===== src/rtl/mux2a1class_rr.sv =====
// mux2a1class_rr
// Merges the two per-class word streams of the class demultiplexer back into
// one payload stream with class/dest side bits. Each input is buffered in a
// DEPTH-entry FIFO; a round-robin arbiter feeds a registered output stage with
// valid/ready backpressure.
//
// Ports:
//   clk            rising-edge clock
//   reset_L        synchronous active-low reset
//   inclass0/1     input words {dest, class, data[DATA_WIDTH-1:0]}
//   valid0/1       input word valid
//   ready0/1       FIFO n has room (registered count < DEPTH), 0 during reset
//   dataout_class  merged payload
//   class_out      class bit of the output word
//   dest_out       dest bit of the output word
//   valid_out      output word valid
//   ready_out      downstream accepts the output word
//   err_class      one-cycle pulse on a class mismatch at push
//
// Optional feature: MUX_CLASS_CHECK_EN enables the class check. When it is
// undefined every word is stored as received and err_class is tied to 0.
module mux2a1class_rr #(
  parameter int DATA_WIDTH = 8,
  parameter int DEPTH      = 2
) (
  input  logic                  clk,
  input  logic                  reset_L,
  input  logic [DATA_WIDTH+1:0] inclass0,
  input  logic                  valid0,
  output logic                  ready0,
  input  logic [DATA_WIDTH+1:0] inclass1,
  input  logic                  valid1,
  output logic                  ready1,
  output logic [DATA_WIDTH-1:0] dataout_class,
  output logic                  class_out,
  output logic                  dest_out,
  output logic                  valid_out,
  input  logic                  ready_out,
  output logic                  err_class
);

  localparam int WW = DATA_WIDTH + 2;
  localparam int AW = $clog2(DEPTH);
  localparam int CW = AW + 1;
  localparam logic [AW-1:0] PTR_ONE = AW'(1);
  localparam logic [CW-1:0] CNT_ONE = CW'(1);
  localparam logic [CW-1:0] CNT_FULL = CW'(DEPTH);

  logic [WW-1:0] r_mem0 [DEPTH];
  logic [WW-1:0] r_mem1 [DEPTH];
  logic [AW-1:0] r_wp0, r_rp0, r_wp1, r_rp1;
  logic [CW-1:0] r_cnt0, r_cnt1;
  logic          r_last_grant;

  logic          w_hs0, w_hs1;
  logic          w_keep0, w_keep1;
  logic          w_push0, w_push1;
  logic          w_pop0, w_pop1;
  logic          w_ne0, w_ne1;
  logic          w_load;
  logic          w_grant;
  logic [WW-1:0] w_word;

  assign ready0 = reset_L && (r_cnt0 < CNT_FULL);
  assign ready1 = reset_L && (r_cnt1 < CNT_FULL);

  assign w_hs0 = valid0 && ready0;
  assign w_hs1 = valid1 && ready1;

`ifdef MUX_CLASS_CHECK_EN
  // A mismatching word completes its handshake but is never written.
  assign w_keep0 = (inclass0[DATA_WIDTH] == 1'b0);
  assign w_keep1 = (inclass1[DATA_WIDTH] == 1'b1);
`else
  assign w_keep0 = 1'b1;
  assign w_keep1 = 1'b1;
`endif

  assign w_push0 = w_hs0 && w_keep0;
  assign w_push1 = w_hs1 && w_keep1;

  assign w_ne0  = (r_cnt0 != '0);
  assign w_ne1  = (r_cnt1 != '0);
  assign w_load = !valid_out || ready_out;

  // Arbitration: a lone non-empty FIFO wins; on a tie the one not granted last time wins.
  always_comb begin
    w_grant = 1'b0;
    if (w_ne0 && w_ne1) begin
      w_grant = ~r_last_grant;
    end else if (w_ne1) begin
      w_grant = 1'b1;
    end else begin
      w_grant = 1'b0;
    end
  end

  assign w_pop0 = w_load && w_ne0 && !w_grant;
  assign w_pop1 = w_load && w_ne1 && w_grant;
  assign w_word = w_grant ? r_mem1[r_rp1] : r_mem0[r_rp0];

  // FIFO storage writes (payload only, no reset needed).
  always_ff @(posedge clk) begin
    if (w_push0) begin
      r_mem0[r_wp0] <= inclass0;
    end
    if (w_push1) begin
      r_mem1[r_wp1] <= inclass1;
    end
  end

  // FIFO 0 pointers and occupancy.
  always_ff @(posedge clk) begin
    if (!reset_L) begin
      r_wp0  <= '0;
      r_rp0  <= '0;
      r_cnt0 <= '0;
    end else begin
      if (w_push0) r_wp0 <= r_wp0 + PTR_ONE;
      if (w_pop0)  r_rp0 <= r_rp0 + PTR_ONE;
      case ({w_push0, w_pop0})
        2'b10:   r_cnt0 <= r_cnt0 + CNT_ONE;
        2'b01:   r_cnt0 <= r_cnt0 - CNT_ONE;
        default: r_cnt0 <= r_cnt0;
      endcase
    end
  end

  // FIFO 1 pointers and occupancy.
  always_ff @(posedge clk) begin
    if (!reset_L) begin
      r_wp1  <= '0;
      r_rp1  <= '0;
      r_cnt1 <= '0;
    end else begin
      if (w_push1) r_wp1 <= r_wp1 + PTR_ONE;
      if (w_pop1)  r_rp1 <= r_rp1 + PTR_ONE;
      case ({w_push1, w_pop1})
        2'b10:   r_cnt1 <= r_cnt1 + CNT_ONE;
        2'b01:   r_cnt1 <= r_cnt1 - CNT_ONE;
        default: r_cnt1 <= r_cnt1;
      endcase
    end
  end

  // Output register: loads when empty or being consumed, holds while stalled.
  always_ff @(posedge clk) begin
    if (!reset_L) begin
      valid_out     <= 1'b0;
      dataout_class <= '0;
      class_out     <= 1'b0;
      dest_out      <= 1'b0;
      r_last_grant  <= 1'b1;
    end else if (w_load) begin
      if (w_ne0 || w_ne1) begin
        valid_out     <= 1'b1;
        dataout_class <= w_word[DATA_WIDTH-1:0];
        class_out     <= w_word[DATA_WIDTH];
        dest_out      <= w_word[DATA_WIDTH+1];
        r_last_grant  <= w_grant;
      end else begin
        valid_out <= 1'b0;
      end
    end
  end

`ifdef MUX_CLASS_CHECK_EN
  logic r_err;

  // One pulse covers mismatches on either or both inputs in the same cycle.
  always_ff @(posedge clk) begin
    if (!reset_L) begin
      r_err <= 1'b0;
    end else begin
      r_err <= (w_hs0 && !w_keep0) || (w_hs1 && !w_keep1);
    end
  end

  assign err_class = r_err;
`else
  assign err_class = 1'b0;
`endif

endmodule


===== config.mk =====
export PLATFORM = sky130hd
export DESIGN_NAME = mux2a1class_rr
export DESIGN_NICKNAME = d
export VERILOG_FILES = /design/src/rtl/mux2a1class_rr.sv
export SDC_FILE = /design/constraint.sdc
export NUM_CORES = 1
export LEC_CHECK = 0
export CORE_MARGIN = 1.5
export CORE_UTILIZATION = 23
export CTS_CLUSTER_DIAMETER = 30
export DETAILED_ROUTE_END_ITERATION = 16
export PLACE_DENSITY = 0.42
export SYNTH_ARGS = -nofsm -noshare
export SYNTH_HDL_FRONTEND = slang
export SYNTH_SLANG_ARGS = --single-unit

===== constraint.sdc =====
create_clock -name clk -period 2.3 [get_ports clk]
set_clock_uncertainty 0.1 [all_clocks]
set_input_delay 0.69 -clock clk [delete_from_list [all_inputs] [get_ports clk]]
set_output_delay 0.69 -clock clk [all_outputs]
set_load 0.005 [all_outputs]

# Word-level counts from Yosys, hierarchy flattened

Memories as Yosys holds them, arrays and structs flattened. A register that Yosys moved wholly into a read port is not among the register bits.
Index checks and enable logic that the tools add are counted.

Flip-flop bits (word level): 20
RAM bits: 40
Input port bits: 25
Output and inout bits: 14
Word-level logic and storage cells: 60
Memories: 2

Add/sub/neg operators: 8
$lt $le $gt $ge: 2
Eq/ne operators: 4
Muxes and demuxes: 14
Bitwise gates (word level): 1
Reduce and logical (&&, ||, !) cells: 18

Memories:

| name   | depth | bits a word | read ports | clocked after memory_dff | wr ports | line | RTL |
|---|---|---|---|---|---|---|---|
| r_mem0 | 2     | 10          | 1          | 1                        | 1        | 49   | `logic [WW-1:0] r_mem0 [DEPTH];` |
| r_mem1 | 2     | 10          | 1          | 1                        | 1        | 50   | `logic [WW-1:0] r_mem1 [DEPTH];` |

Operators by type and width:

| operator                                         | number |
|---|---|
| 2-to-1 mux 1 bit                                 | 11 |
| 2-to-1 mux 10 bit                                | 1 |
| logical AND 1 bit                                | 9 |
| case mux 2 bit (2 select lines)                  | 2 |
| nonzero test 2 bit                               | 4 |
| adder 1 bit, second input constant               | 4 |
| adder 2 x 1 -> 2 bit, second input constant      | 2 |
| == test 2 x 1 -> 1 bit, second input constant    | 2 |
| == test 2 bit, second input constant             | 2 |
| < comparator 2 bit, second input constant        | 2 |
| subtractor 2 x 1 -> 2 bit, second input constant | 2 |
| logical NOT 1 bit                                | 2 |
| logical OR 1 bit                                 | 2 |
| AND reduction 2 bit                              | 1 |
| NOT 1 bit                                        | 1 |

# Logic depth before layout (Yosys ltp)

Word-level depth: 7
Depth in mapped cells: 8
Depth with buffers taken out: 7

# Worst setup path before layout

No wires, ideal clock.

Path kind: input to register
From: input port reset_L
To: register r_cnt1[1]
Data arrival time: 1.996 ns
Slack: 0.128 ns
Stages: 6
Path through: clkbuf_1 -> nor2b_1 -> nand2_1 -> ha_1 -> or3_1 -> a21boi_0

Cells in the longest elaborated chain, start to end: 4
Elaborated cells on any way between the ends: 6

Ends and longest elaborated chain:

| item                                                                         | line | RTL |
|---|---|---|
| from (decl)                                                                  | 27   | `input logic reset_L,` |
| logical AND 1 bit (*)                                                        | 65   | `assign ready1 = reset_L && (r_cnt1 < CNT_FULL);` |
| via ready1                                                                   | 33   | `output logic ready1,` |
| logical AND 1 bit (*)                                                        | 68   | `assign w_hs1 = valid1 && ready1;` |
| == test 2 x 1 -> 1 bit / == test 2 bit (equally long branches)               | 138  | `case ({w_push1, w_pop1})` |
| case mux 2 bit (2 select lines) / nonzero test 2 bit (equally long branches) | -    |  |
| to (signal assigned)                                                         | 139  | `2'b10: r_cnt1 <= r_cnt1 + CNT_ONE;` |
| to (signal assigned)                                                         | 140  | `2'b01: r_cnt1 <= r_cnt1 - CNT_ONE;` |
| to (signal assigned)                                                         | 141  | `default: r_cnt1 <= r_cnt1;` |
| to (decl)                                                                    | 52   | `logic [CW-1:0] r_cnt0, r_cnt1;` |

Mark *: on every way through the listed nets, which the timed path passes. The rest lies on a longest branch.
A chain may end at the register's enable or synchronous reset.

# Worst setup path in the final report

From: input port reset_L
To: output port ready0

Cells in the longest elaborated chain, start to end: 1

Ends and longest elaborated chain:

| item              | line | RTL |
|---|---|---|
| logical AND 1 bit | 64   | `assign ready0 = reset_L && (r_cnt0 < CNT_FULL);` |
| to (decl)         | 30   | `output logic ready0,` |

Every way passes these cells.

==> flow_summary.json <==
{
  "synth_fp_nets": 197,
  "setup_viol": 0,
  "dr.max_layer_used": "met4",
  "period_needed_ns": 2.13,
  "synth_common_cells": "edfxtp_1 (40), dfxtp_1 (22), mux2i_1 (20)",
  "hpwl_mm": 3.38,
  "grt_max_degree": 21,
  "synth_mux_area_frac": 0.128,
  "drtAntennaViolNets": 0,
  "placed_area_um2": 3070,
  "synth_area_um2": 2440,
  "first_pass_iters": 4,
  "async_reset_ff_frac": 0,
  "antennaDiodeCount": 0,
  "synth_fa_ha_area_frac": 0.0103,
  "cts_tree": "done",
  "syn_inst": 170,
  "synth.distinct_cells": 32,
  "rsz0062_at_grt": "false",
  "cap_violations": 0,
  "slew_violations": 0,
  "startpoint_type": "primary input",
  "synth_area_leaders": "edfxtp_1 (49%), dfxtp_1 (18%), mux2i_1 (8.2%)",
  "max_freq_mhz": 471,
  "drc": 0,
  "clk_path_buf_depth": 2,
  "met3_length_um": 232,
  "die_w_um": 106,
  "layout-drive-gt1-share": 0.157,
  "cts_root_buf": "clkbuf_8",
  "yosysMostFrequentCell": "edfxtp_1",
  "worstMarginPinSlew_ns": 0.627,
  "yosys.area.top_type_share": 0.493,
  "drt-initial-drc-count": 53,
  "die_area_um2": 11200,
  "p_total_w": 0.00380,
  "synth_compound_area_frac": 0.0549,
  "multiInputGateArea_um2": 758,
  "fillers": 1036,
  "grt.total_usage": 0.0955,
  "p_leak_nw": 1.14,
  "port_buffers": 37,
  "synth_top_family_by_area": "multiplexers",
  "core_area_um2": 10300,
  "hold_ws_ns": 0.374,
  "synth-seq-cells": 62,
  "worstSetupEndpointType": "output pin",
  "synth-simple-area-share": 0.0841,
  "viasPerCell": 3.96,
  "finalCritPeriodShare": 0.924,
  "crit_required_ns": 1.51,
  "critPathMaxFanout": 4,
  "peakVddDrop_uv": 395,
  "slew_headroom": 0.581,
  "fin_area_um2": 3290,
  "crit_arrival_ns": 1.34,
  "antenna_found_initial": 0,
  "nets": 251,
  "critPathKind": "in2out",
  "avgSynthCellArea_um2": 14.3,
  "wirelength_mm": 4.89,
  "synth_flop_cell": "edfxtp_1",
  "hold_path_class": "reg2reg",
  "wl_per_cell_um": 13.4,
  "cts_sinks": 62,
  "fin_setup_tns_ns": 0,
  "yosys.area.top_type": "edfxtp_1",
  "status": "completed",
  "wl_met1_mm": 2.31,
  "rows": 37,
  "final.setup.worst_slack_ns": 0.175,
  "pre_cts_ws_ns": -0.442,
  "grt_pass1_vias": 1421,
  "start_util": 0.236,
  "syn2layout_area_growth_pct": 34.9,
  "power_density_nw_per_um2": 1160,
  "gp_congestion": 0.647,
  "seq_area_um2": 1640,
  "yosysSeqAreaShare": 0.673,
  "h-tree-depth": 3,
  "gr-total-overflow": 0,
  "numCtsBuffers": 9,
  "grt_pass1_wl_mm": 7.65,
  "synth-edff-count": 40,
  "clkSlewWorstSetupHoldPaths_ns": 0.07,
  "io_pins": 39,
  "ys_warn_count": 0,
  "hold_violations": 0,
  "die_h_um": 106,
  "vias": 1446,
  "dr_wl_met2_mm": 2.24,
  "synth_xor_area_frac": 0.0287,
  "clk_latency_ns": 0.33
}
final cells by class:
type	instances	share of cell area
sequential	62	0.499
timing repair buffer	51	0.152
clock inverter	6	0.0262
inverter	2	0.00228
multi-input combinational	98	0.230
clock buffer	10	0.0388
tap	136	0.0517
path summary, 6_finish.rpt:
check | from | endpoint | slack [ns] | cells past startpoint
worst min-delay path | dest_out$_SDFFE_PN0P_ | dest_out$_SDFFE_PN0P_ | 0.37 | 2
worst max-delay path | reset_L | ready0 | 0.17 | 3
worst min register to register | dest_out$_SDFFE_PN0P_ | dest_out$_SDFFE_PN0P_ | 0.37 | 2
worst max register to register | r_cnt1[1]$_SDFFE_PN0P_ | r_cnt0[1]$_SDFFE_PN0P_ | 0.41 | 7
cells in the final DEF, fill, tap and decap left out, drive strengths merged, types with 4 or more instances in the layout:
cell,synthesis,final
buf,3,14
and2,8,8
o22ai,10,10
nand2,13,13
mux2i,20,20
edfxtp,40,40
dfxtp,22,22
o21ai,5,5
clkdlybuf4s50,0,34
clkbuf,5,10
xnor2,8,8
mux2,10,10
nor2,4,4
per-stage QoR:
stage | instances | utilization
6_report | 365 | 0.319
2_1_floorplan | 170 | -
5_1_grt | 365 | 0.319
4_1_cts | 365 | 0.319
3_3_place_gp | 349 | 0.297
3_5_place_dp | 349 | 0.297
where the power goes:
part	leakage, nW	total, W	internal [W]	switching [W]
combinational	0.486	0.00120	0.000679	0.000523
clock	0.106	0.00103	0.000608	0.000426
sequential	0.548	0.00157	0.00140	0.000168
kinds of logic after synthesis:
logic type,after synthesis
muxes,30
AOI/OAI and AO/OA,19
buffers and inverters,10
xor gates and xnor gates,8
other,1
and+or+nand+nor,38
DFF,62
adders and majority gates,2
flip-flops by register name (all words and copies together) (netlist names), named ones only:
signal / cells
r_rp0: 1
r_wp1: 1
valid_out: 1
r_last_grant: 1
r_cnt0: 2
dataout_class: 8
r_mem1: 20
r_cnt1: 2
r_wp0: 1
r_mem0: 20
dest_out: 1
r_rp1: 1
class_out: 1
worst max-delay path, stage by stage:
cell,delay (ns)
clkdlybuf4s15_2,0.20
and2b_1,0.18
dlygate4sd2_1,0.26
per-layer routing:
metal,vias to the layer above,global-route usage
met5,-,0
met3,11,0.0282
met4,0,0.0521
met1,665,0.124
li1,727,-
met2,43,0.142
timing repair:
action / CTS / global route
hold endpoints to repair: 0 / 0
buffers inserted: 0 / 0
hold buffers: 0 / 0
endpoints found under the setup margin: 2 / 0
resized for setup: 7 / 0
Power figures use the tool's default switching activity.
